===== src/rtl/inst_fetch_queue_if.sv =====
// Bundles the instruction-bus, redirect and decode-side handshake signals of inst_fetch_queue.
// master = the fetch queue itself, slave = its environment (bus, EX stage, decode).
interface inst_fetch_queue_if;
    logic        inst_req;
    logic [31:0] inst_addr;
    logic        inst_addr_ok;
    logic        inst_data_ok;
    logic [31:0] inst_rdata;
    logic        redirect_valid;
    logic [31:0] redirect_pc;
    logic        out_valid;
    logic [31:0] out_pc;
    logic [31:0] out_inst;
    logic        out_ready;

    modport master (
        output inst_req, inst_addr, out_valid, out_pc, out_inst,
        input  inst_addr_ok, inst_data_ok, inst_rdata, redirect_valid, redirect_pc, out_ready
    );

    modport slave (
        input  inst_req, inst_addr, out_valid, out_pc, out_inst,
        output inst_addr_ok, inst_data_ok, inst_rdata, redirect_valid, redirect_pc, out_ready
    );
endinterface


===== src/rtl/inst_fetch_queue.sv =====
// Instruction fetch front end: sequential PC, credit-limited bus requests, in-order FIFO to decode.
// Optional IFQ_BYPASS_EN lets a response reach decode in the same cycle when the FIFO is empty.
module inst_fetch_queue #(
    parameter int          DEPTH    = 4,
    parameter logic [31:0] RESET_PC = 32'h1c000000
) (
    input  logic             clk,
    input  logic             reset,
    inst_fetch_queue_if.master bus
);
    localparam int CW = $clog2(DEPTH + 1);
    localparam int PW = $clog2(DEPTH);
    localparam logic [CW:0] DEPTH_C = (CW + 1)'(DEPTH);

    logic [31:0]   fetch_pc_q, fetch_pc_d;
    logic [31:0]   resp_pc_q, resp_pc_d;
    logic [CW-1:0] outstanding_q, outstanding_d;
    logic [CW-1:0] discard_q, discard_d;
    logic [CW-1:0] count_q, count_d;
    logic [PW-1:0] wr_ptr_q, wr_ptr_d;
    logic [PW-1:0] rd_ptr_q, rd_ptr_d;

    logic [31:0] pc_mem   [DEPTH];
    logic [31:0] inst_mem [DEPTH];

    logic        accept;
    logic        resp;
    logic        resp_live;
    logic        fifo_empty;
    logic        bypass_hit;
    logic        push;
    logic        pop;
    logic [CW:0] credit_used;

    // Outstanding requests plus buffered words never exceed DEPTH, so a response always finds room.
    assign credit_used  = {1'b0, outstanding_q} + {1'b0, count_q};
    assign bus.inst_req  = ~reset & ~bus.redirect_valid & (credit_used < DEPTH_C);
    assign bus.inst_addr = fetch_pc_q;

    assign accept     = bus.inst_req & bus.inst_addr_ok;
    assign resp       = bus.inst_data_ok & (outstanding_q != '0);
    assign resp_live  = resp & (discard_q == '0);
    assign fifo_empty = (count_q == '0);

`ifdef IFQ_BYPASS_EN
    assign bypass_hit = fifo_empty & resp_live & ~bus.redirect_valid;
`else
    assign bypass_hit = 1'b0;
`endif

    assign pop  = ~bus.redirect_valid & ~fifo_empty & bus.out_ready;
    assign push = ~bus.redirect_valid & resp_live & ~(bypass_hit & bus.out_ready);

    always_comb begin
        bus.out_valid = 1'b0;
        bus.out_pc    = '0;
        bus.out_inst  = '0;
        if (!fifo_empty) begin
            bus.out_valid = 1'b1;
            bus.out_pc    = pc_mem[rd_ptr_q];
            bus.out_inst  = inst_mem[rd_ptr_q];
        end else if (bypass_hit) begin
            bus.out_valid = 1'b1;
            bus.out_pc    = resp_pc_q;
            bus.out_inst  = bus.inst_rdata;
        end
    end

    // resp_pc tracks the PC of the next response that will survive discarding; responses are in order.
    always_comb begin
        fetch_pc_d    = fetch_pc_q;
        resp_pc_d     = resp_pc_q;
        outstanding_d = outstanding_q + CW'(accept) - CW'(resp);
        discard_d     = discard_q;
        count_d       = count_q;
        wr_ptr_d      = wr_ptr_q;
        rd_ptr_d      = rd_ptr_q;

        if (accept) begin
            fetch_pc_d = fetch_pc_q + 32'd4;
        end

        if (bus.redirect_valid) begin
            fetch_pc_d = bus.redirect_pc;
            resp_pc_d  = bus.redirect_pc;
            discard_d  = outstanding_d;
            count_d    = '0;
            wr_ptr_d   = '0;
            rd_ptr_d   = '0;
        end else begin
            if (resp && !resp_live) begin
                discard_d = discard_q - CW'(1);
            end
            if (resp_live) begin
                resp_pc_d = resp_pc_q + 32'd4;
            end
            if (push) begin
                wr_ptr_d = wr_ptr_q + PW'(1);
            end
            if (pop) begin
                rd_ptr_d = rd_ptr_q + PW'(1);
            end
            count_d = count_q + CW'(push) - CW'(pop);
        end
    end

    always_ff @(posedge clk) begin
        if (reset) begin
            fetch_pc_q    <= RESET_PC;
            resp_pc_q     <= RESET_PC;
            outstanding_q <= '0;
            discard_q     <= '0;
            count_q       <= '0;
            wr_ptr_q      <= '0;
            rd_ptr_q      <= '0;
        end else begin
            fetch_pc_q    <= fetch_pc_d;
            resp_pc_q     <= resp_pc_d;
            outstanding_q <= outstanding_d;
            discard_q     <= discard_d;
            count_q       <= count_d;
            wr_ptr_q      <= wr_ptr_d;
            rd_ptr_q      <= rd_ptr_d;
        end
    end

    always_ff @(posedge clk) begin
        if (push) begin
            pc_mem[wr_ptr_q]   <= resp_pc_q;
            inst_mem[wr_ptr_q] <= bus.inst_rdata;
        end
    end
endmodule


===== src/flat_wrapper.sv =====
// flat-port wrapper written by rule: the top's interface ports become plain ports
module inst_fetch_queue_flat 
#(
    parameter int          DEPTH    = 4,
    parameter logic [31:0] RESET_PC = 32'h1c000000
)
  (clk, reset, bus_inst_req, bus_inst_addr, bus_out_valid, bus_out_pc, bus_out_inst, bus_inst_addr_ok, bus_inst_data_ok, bus_inst_rdata, bus_redirect_valid, bus_redirect_pc, bus_out_ready);
  inst_fetch_queue_if bus_i ();
  input  logic clk;
  input  logic reset;
  output wire logic [$bits(bus_i.inst_req)-1:0] bus_inst_req;
  output wire logic [$bits(bus_i.inst_addr)-1:0] bus_inst_addr;
  output wire logic [$bits(bus_i.out_valid)-1:0] bus_out_valid;
  output wire logic [$bits(bus_i.out_pc)-1:0] bus_out_pc;
  output wire logic [$bits(bus_i.out_inst)-1:0] bus_out_inst;
  input wire logic [$bits(bus_i.inst_addr_ok)-1:0] bus_inst_addr_ok;
  input wire logic [$bits(bus_i.inst_data_ok)-1:0] bus_inst_data_ok;
  input wire logic [$bits(bus_i.inst_rdata)-1:0] bus_inst_rdata;
  input wire logic [$bits(bus_i.redirect_valid)-1:0] bus_redirect_valid;
  input wire logic [$bits(bus_i.redirect_pc)-1:0] bus_redirect_pc;
  input wire logic [$bits(bus_i.out_ready)-1:0] bus_out_ready;
  assign bus_inst_req = bus_i.inst_req;
  assign bus_inst_addr = bus_i.inst_addr;
  assign bus_out_valid = bus_i.out_valid;
  assign bus_out_pc = bus_i.out_pc;
  assign bus_out_inst = bus_i.out_inst;
  assign bus_i.inst_addr_ok = bus_inst_addr_ok;
  assign bus_i.inst_data_ok = bus_inst_data_ok;
  assign bus_i.inst_rdata = bus_inst_rdata;
  assign bus_i.redirect_valid = bus_redirect_valid;
  assign bus_i.redirect_pc = bus_redirect_pc;
  assign bus_i.out_ready = bus_out_ready;
  inst_fetch_queue #(.DEPTH(DEPTH), .RESET_PC(RESET_PC)) u_core (.clk(clk), .reset(reset), .bus(bus_i));
endmodule

===== config.mk =====
export PLATFORM = sky130hd
export DESIGN_NAME = inst_fetch_queue_flat
export DESIGN_NICKNAME = d
export VERILOG_FILES = /design/src/rtl/inst_fetch_queue_if.sv /design/src/rtl/inst_fetch_queue.sv /design/src/flat_wrapper.sv
export SDC_FILE = /design/constraint.sdc
export NUM_CORES = 1
export LEC_CHECK = 0
export ABC_AREA = 1
export CORE_UTILIZATION = 51
export DETAILED_ROUTE_END_ITERATION = 10
export GPL_TIMING_DRIVEN = 0
export PLACE_DENSITY = 0.84
export REMOVE_ABC_BUFFERS = 1
export SETUP_SLACK_MARGIN = 0.1
export SYNTH_ARGS = -nofsm -noshare
export SYNTH_HDL_FRONTEND = slang
export SYNTH_SLANG_ARGS = --single-unit

===== constraint.sdc =====
create_clock -name clk -period 4.55 [get_ports clk]
set_input_delay 0.455 -clock clk [delete_from_list [all_inputs] [get_ports clk]]
set_output_delay 0.455 -clock clk [all_outputs]
set_load 0.01 [all_outputs]

==> metrics.yaml, run 1 <==
synthesis:
  synthFlopType: "edfxtp_1"
  synth_warnings: 0
  synth_edf_count: 256
  synth_seq_cells: 335
  yosysSeqAreaShare: 0.625
  synth_cell_types: 35
  syn_avg_cell_area_um2: 9.40
  synthesis.area_mm2: 0.0148
  netlist_instances: 1578
  async_flop_share: 0
sta:
  maxSlewViolCount: 0
  fmax_ghz: 0.252
  finalCriticalPeriod_ns: 3.97
  worst_pin_slew_ns: 1.35
  fin_crit_sh: 0.873
  rsz0062_at_grt: "false"
  relSlewSlack: 0.0973
  skew_ns: 0.0197
  hold_viol: 0
  finalSetupViolations: 0
die:
  dieHeight_um: 173
  die-area_mm2: 0.0298
  row_count: 62
  initial_core_util: 0.518
  die_w_um: 173
  core_mm2: 0.0286
  ioPinCount: 168
route:
  first_pass_iters: 5
  drtIter0Drc: 1074
  vias: 11900
  totalWireLength_um: 35800
  ant_nets: 0
  drc: 0
  wl_per_cell_um: 16.7
  via_per_inst: 5.55
cts:
  cts_root_buf: "clkbuf_16"
  cts_setup_buffers: 0
  cts_max_level: 2
  clk_pin_slew_worst_paths_ns: 0.06
  hold_buffers: 0
  clock_latency_ns: 0.51
  cts.sinks: 335
  tritoncts: "done"
  cts_made_buffers: 34
  cts_max_path_buffers: 3
  cts_resized: 0
final_layout:
  mostFrequentLayoutCell: "nor2_1"
  antenna_cells: 0
  mostFrequentLayoutCells: "nor2_1 (368), edfxtp_1 (256), nand2_1 (236)"
  fin_area_mm2: 0.0183
  drive_gt1_frac: 0.0564
  fin_nets: 1816
  syn_to_final_growth_pct: 23.2
  stdcell_count: 2140
grt:
  grt_util_met2: 0.398
  grt_use_met3: 0.0378
  busiest_layer: "met2"
  grt_overflow: 0
  grt_pass1_wl_um: 56900
  use_met1: 0.316
  grt_pass1_vias: 11400
  grtUsageTotal: 0.238
  antenna_found_initial: 0
  grt_max_degree: 83
job:
  drv_cap: 0
power_and_ir_drop:
  clkPwrFrac: 0.411
  total_power_mw: 7.35
  power_density_mw_per_mm2: 402
  swShare: 0.236
  internal_power_mw: 5.61
  irDropWorstVdd_mv: 0.229
  leakage_nw: 6.59
  p_comb_frac: 0.105
  p_sw_mw: 1.73
  p_seq_frac: 0.484
worst_setup_path:
  cp.required_ns: 4.09
  endpoint_kind: "output port"
  path_max_fanout: 65
  cp_data_arrival_time_ns: 3.52
  crit_path_start_kind: "flop"
  critPathKind: "flop to output port"
place:
  portBuffers: 167
  routabilityCongestion: 0.952
  dp_hpwl_um: 23000
  dpl_cell_area_mm2: 0.0170
  dpl.cell_count: 2078
hold_path:
  min_path_type: "input port to flop"
status:
  status: "complete, no violations"
synth_stat cells (all sizes together) (5+ instances only):
cell type	n	area (um^2)
xor2	13	114
ha	14	175
nand3b	7	52.6
nand2	239	910
edfxtp	256	7690
clkbuf	39	146
nor2	377	1440
buf	29	144
o21bai	5	37.5
a31oi	9	56.3
nand3	71	360
nand4	10	62.6
dfxtp	79	1580
inv	113	424
o211ai	5	37.5
o21ai	177	886
a21oi	119	596
kinds of logic (layout without fill, tap and decap cells):
| group | count (synthesis) | after routing | synth area share |
|---|---|---|---|
| xor+xnor | 15 | 15 | 0.00886 |
| flops | 335 | 335 | 0.625 |
| fa+ha+maj | 16 | 16 | 0.0145 |
| compound gates | 316 | 316 | 0.109 |
| buf+inv | 183 | 361 | 0.0487 |
| simple gates | 713 | 713 | 0.194 |
cell type report:
type                    instances  area (um^2)
multi-input cells            1060         4880
well taps                     384          480
clock inverters                22          277
fillers                      2124        10400
repair buffers                184         1970
flip-flops and latches        335         9280
inverters                     115          434
clock buffers                  40          958
state kept, by name (all words and copies together), names as in the netlist, named ones only:
signal and flops:
u_core.resp_pc_q 32, u_core.bus.inst_addr 32, u_core.wr_ptr_q 2, u_core.count_q 3
u_core.discard_q 3, u_core.outstanding_q 3, u_core.pc_mem 128, u_core.rd_ptr_q 2
u_core.inst_mem 128
path summary, 6_finish.rpt:
path / slack, ns / cells after the start / endpoint / start
min reg2reg: 0.47 / 2 / u_core.bus.inst_addr[0] / u_core.bus.inst_addr[0]
max reg2reg: 0.98 / 10 / u_core.inst_mem[3][10] / u_core.discard_q[0]
min: 0.33 / 2 / u_core.outstanding_q[1] / reset
max: 0.58 / 5 / bus_out_pc[9] / flop
power groups by stage:
stage / Combinational, mW / Sequential [mW] / Clock [mW]
6_report: 0.769 / 3.56 / 3.02
5_1_grt: 0.856 / 3.57 / 3.17
4_1_cts: 0.767 / 3.55 / 3.05
3_5_place_dp: 0.760 / 3.62 / 0
3_3_place_gp: 0.706 / 3.63 / 0
2_1_floorplan: 0.406 / 3.60 / 0
worst max-delay path, cell delays in order, from the launching register on:
cell             delay, ns
dfxtp_4               0.88
inv_2                 0.75
nor2_1                0.30
o21ai_0               0.15
a21oi_1               0.26
clkdlybuf4s50_1       0.59
metal layers:
layer / vias up / routed length (um) / part of all wire
li1: 5626 / - / -
met2: 556 / 17100 / 0.48
met4: 0 / 869 / 0.024
met5: - / 0 / 0
met1: 5627 / 14900 / 0.42
met3: 67 / 2960 / 0.083
per-stage QoR:
stage	hold slack [ns]	utilization	setup WS, ns	TNS [ns]
final	0.328	0.638	0.580	0
after global routing	0.334	0.638	0.427	0
after CTS	0.311	0.638	0.572	0
after detailed placement	0.467	0.595	0.823	0
after global placement	0.445	0.583	-4.42	-1197.41
after floorplan	0.436	-	-0.867	-28.88
Note: power is estimated with default switching activity, not from simulation.
==> run 2: changes to the inputs <==
CORE_ASPECT_RATIO = 1.5   (was not set)
==> run 2 against run 1 <==
Critical path type unchanged. Maximum frequency fell by 2.7%. Largest power group unchanged. Flip-flop and latch count stayed put. Wire length is 1.8% higher. Sequential power is essentially flat. Via count fell by 1.3%. Worst hold slack worse by 0.22 ns. Design area is 0.57% lower. First-iteration DRC count down 26%.
==> metrics.yaml, run 2 (same netlist as run 1, synthesis figures left out) <==
sta:
  fmax_ghz: 0.245
  hold_viol: 0
  finalCriticalPeriod_ns: 4.08
  skew_ns: 0.0144
  finalSetupViolations: 0
  relSlewSlack: 0.0640
  holdWs_ns: 0.104
  setup_slack_ns: 0.468
  worst_pin_slew_ns: 1.40
  maxSlewViolCount: 0
  fin_crit_sh: 0.897
  rsz0062_at_grt: "false"
  setup-tns-final_ns: 0
cts:
  hold_buffers: 0
  cts_root_buf: "clkbuf_16"
  tritoncts: "done"
  cts_max_level: 1
  clk_pin_slew_worst_paths_ns: 0.07
  cts_made_buffers: 30
  cts_resized: 0
  cts.sinks: 335
  cts_setup_buffers: 0
  clock_latency_ns: 0.57
  cts_max_path_buffers: 3
power_and_ir_drop:
  swShare: 0.236
  power_density_mw_per_mm2: 391
  clkPwrFrac: 0.393
  p_sw_mw: 1.68
  leakage_nw: 6.53
  internal_power_mw: 5.43
  irDropWorstVdd_mv: 0.243
  p_seq_frac: 0.500
  p_comb_frac: 0.107
final_layout:
  nFillCells: 2213
  fin_nets: 1812
  syn_to_final_growth_pct: 22.5
  multi_input_area_mm2: 0.00488
  mostFrequentLayoutCells: "nor2_1 (368), edfxtp_1 (256), nand2_1 (236)"
  fin_util: 0.635
  antenna_cells: 0
  seq_area_mm2: 0.00928
  drive_gt1_frac: 0.0554
  mostFrequentLayoutCell: "nor2_1"
  reg_top3: "u_core.inst_mem (128), u_core.pc_mem (128)"
route:
  drtIter0Drc: 798
  first_pass_iters: 5
  vias: 11700
  wl_per_cell_um: 17.0
  totalWireLength_um: 36400
  drc: 0
  ant_nets: 0
  via_per_inst: 5.48
worst_setup_path:
  cp.required_ns: 4.09
  cp_data_arrival_time_ns: 3.63
  ff2ff_setup_slack_ns: 0.78
  crit_path_start_kind: "flop"
  path_max_fanout: 65
  worstReg2RegStart: "u_core.discard_q[0]"
  r2r_end: "u_core.inst_mem[3][9]"
  r2r_cells: 10
  endpoint_kind: "output port"
  critPathKind: "flop to output port"
die:
  die_w_um: 141
  die-area_mm2: 0.0298
  dieHeight_um: 211
  core_mm2: 0.0286
  row_count: 76
  initial_core_util: 0.518
  ioPinCount: 168
grt:
  antenna_found_initial: 0
  grt_max_degree: 95
  grt_overflow: 0
  grtUsageTotal: 0.245
  grt_pass1_wl_um: 56900
  grt_pass1_vias: 11700
place:
  pre_cts_ws_ns: 0.581
  dp_hpwl_um: 23500
  routabilityCongestion: 0.909
  portBuffers: 167
job:
  drv_cap: 0
status:
  status: "complete, no violations"
hold_path:
  min_to: "u_core.bus.inst_addr[30]"
  hold_depth: 2
  min_path_type: "input port to flop"
  worstHoldStart: "reset"
[run 2: cell count changes in the layout (fill, tap and decap cells not counted), moves of 3 or more]
cell and delta:
clkbuf_16 -4, clkbuf_8 +6, clkinv_1 -4, clkinv_2 -6, clkinvlp_4 +3
[run 2: critical path, cell delays in order (launching register included)]
cell and delay, ns:
dfxtp_4 0.93, inv_2 0.77, nor2_1 0.31, o21ai_0 0.12, a21oi_1 0.28, clkdlybuf4s50_1 0.60
[run 2: per-layer routing]
layer | part of all wire | wire (um) | vias to the layer above | global-route usage
met2 | 0.52 | 18900 | 412 | 0.451
met4 | 0.052 | 1880 | 0 | 0.150
met1 | 0.38 | 13700 | 5589 | 0.268
met5 | 0 | 0 | - | 0
met3 | 0.053 | 1930 | 100 | 0.0270
li1 | - | - | 5618 | -
[run 2: through the flow]
stage / power (mW) / cells / cell area, um^2
2_1_floorplan: 4.01 / 1510 / 14500
3_3_place_gp: 4.34 / 2067 / 16700
3_5_place_dp: 4.38 / 2084 / 17000
4_1_cts: 7.14 / 2140 / 18200
5_1_grt: 7.37 / 2140 / 18200
6_report: 7.11 / 2140 / 18200
[run 2: worst max path at each step]
stage	end	startpoint	slack, ns
6_report	bus_out_pc[30]	flop	0.47
5_1_grt	bus_out_pc[9]	flop	0.24
3_5_place_dp	u_core.inst_mem[3][3]	bus_inst_data_ok	0.58
4_1_cts	bus_out_pc[9]	flop	0.39
3_3_place_gp	u_core.count_q[2]	u_core.count_q[1]	-4.58
2_1_floorplan	u_core.count_q[2]	u_core.count_q[1]	-0.87
[run 2: power groups by stage]
stage               Combinational (mW)  Clock, mW  Sequential [mW]
floorplan                        0.406          0             3.60
global placement                 0.715          0             3.63
detailed placement               0.760          0             3.62
CTS                              0.767       2.82             3.55
global route                     0.855       2.94             3.57
finish                           0.762       2.79             3.55
[run 2: layout make-up]
type | count | share of cell area
timing repair buffer | 184 | 0.108
multi-input combinational | 1060 | 0.268
sequential | 335 | 0.511
clock inverter | 14 | 0.0109
clock buffer | 42 | 0.0518
inverter | 115 | 0.0239
tap | 390 | 0.0269
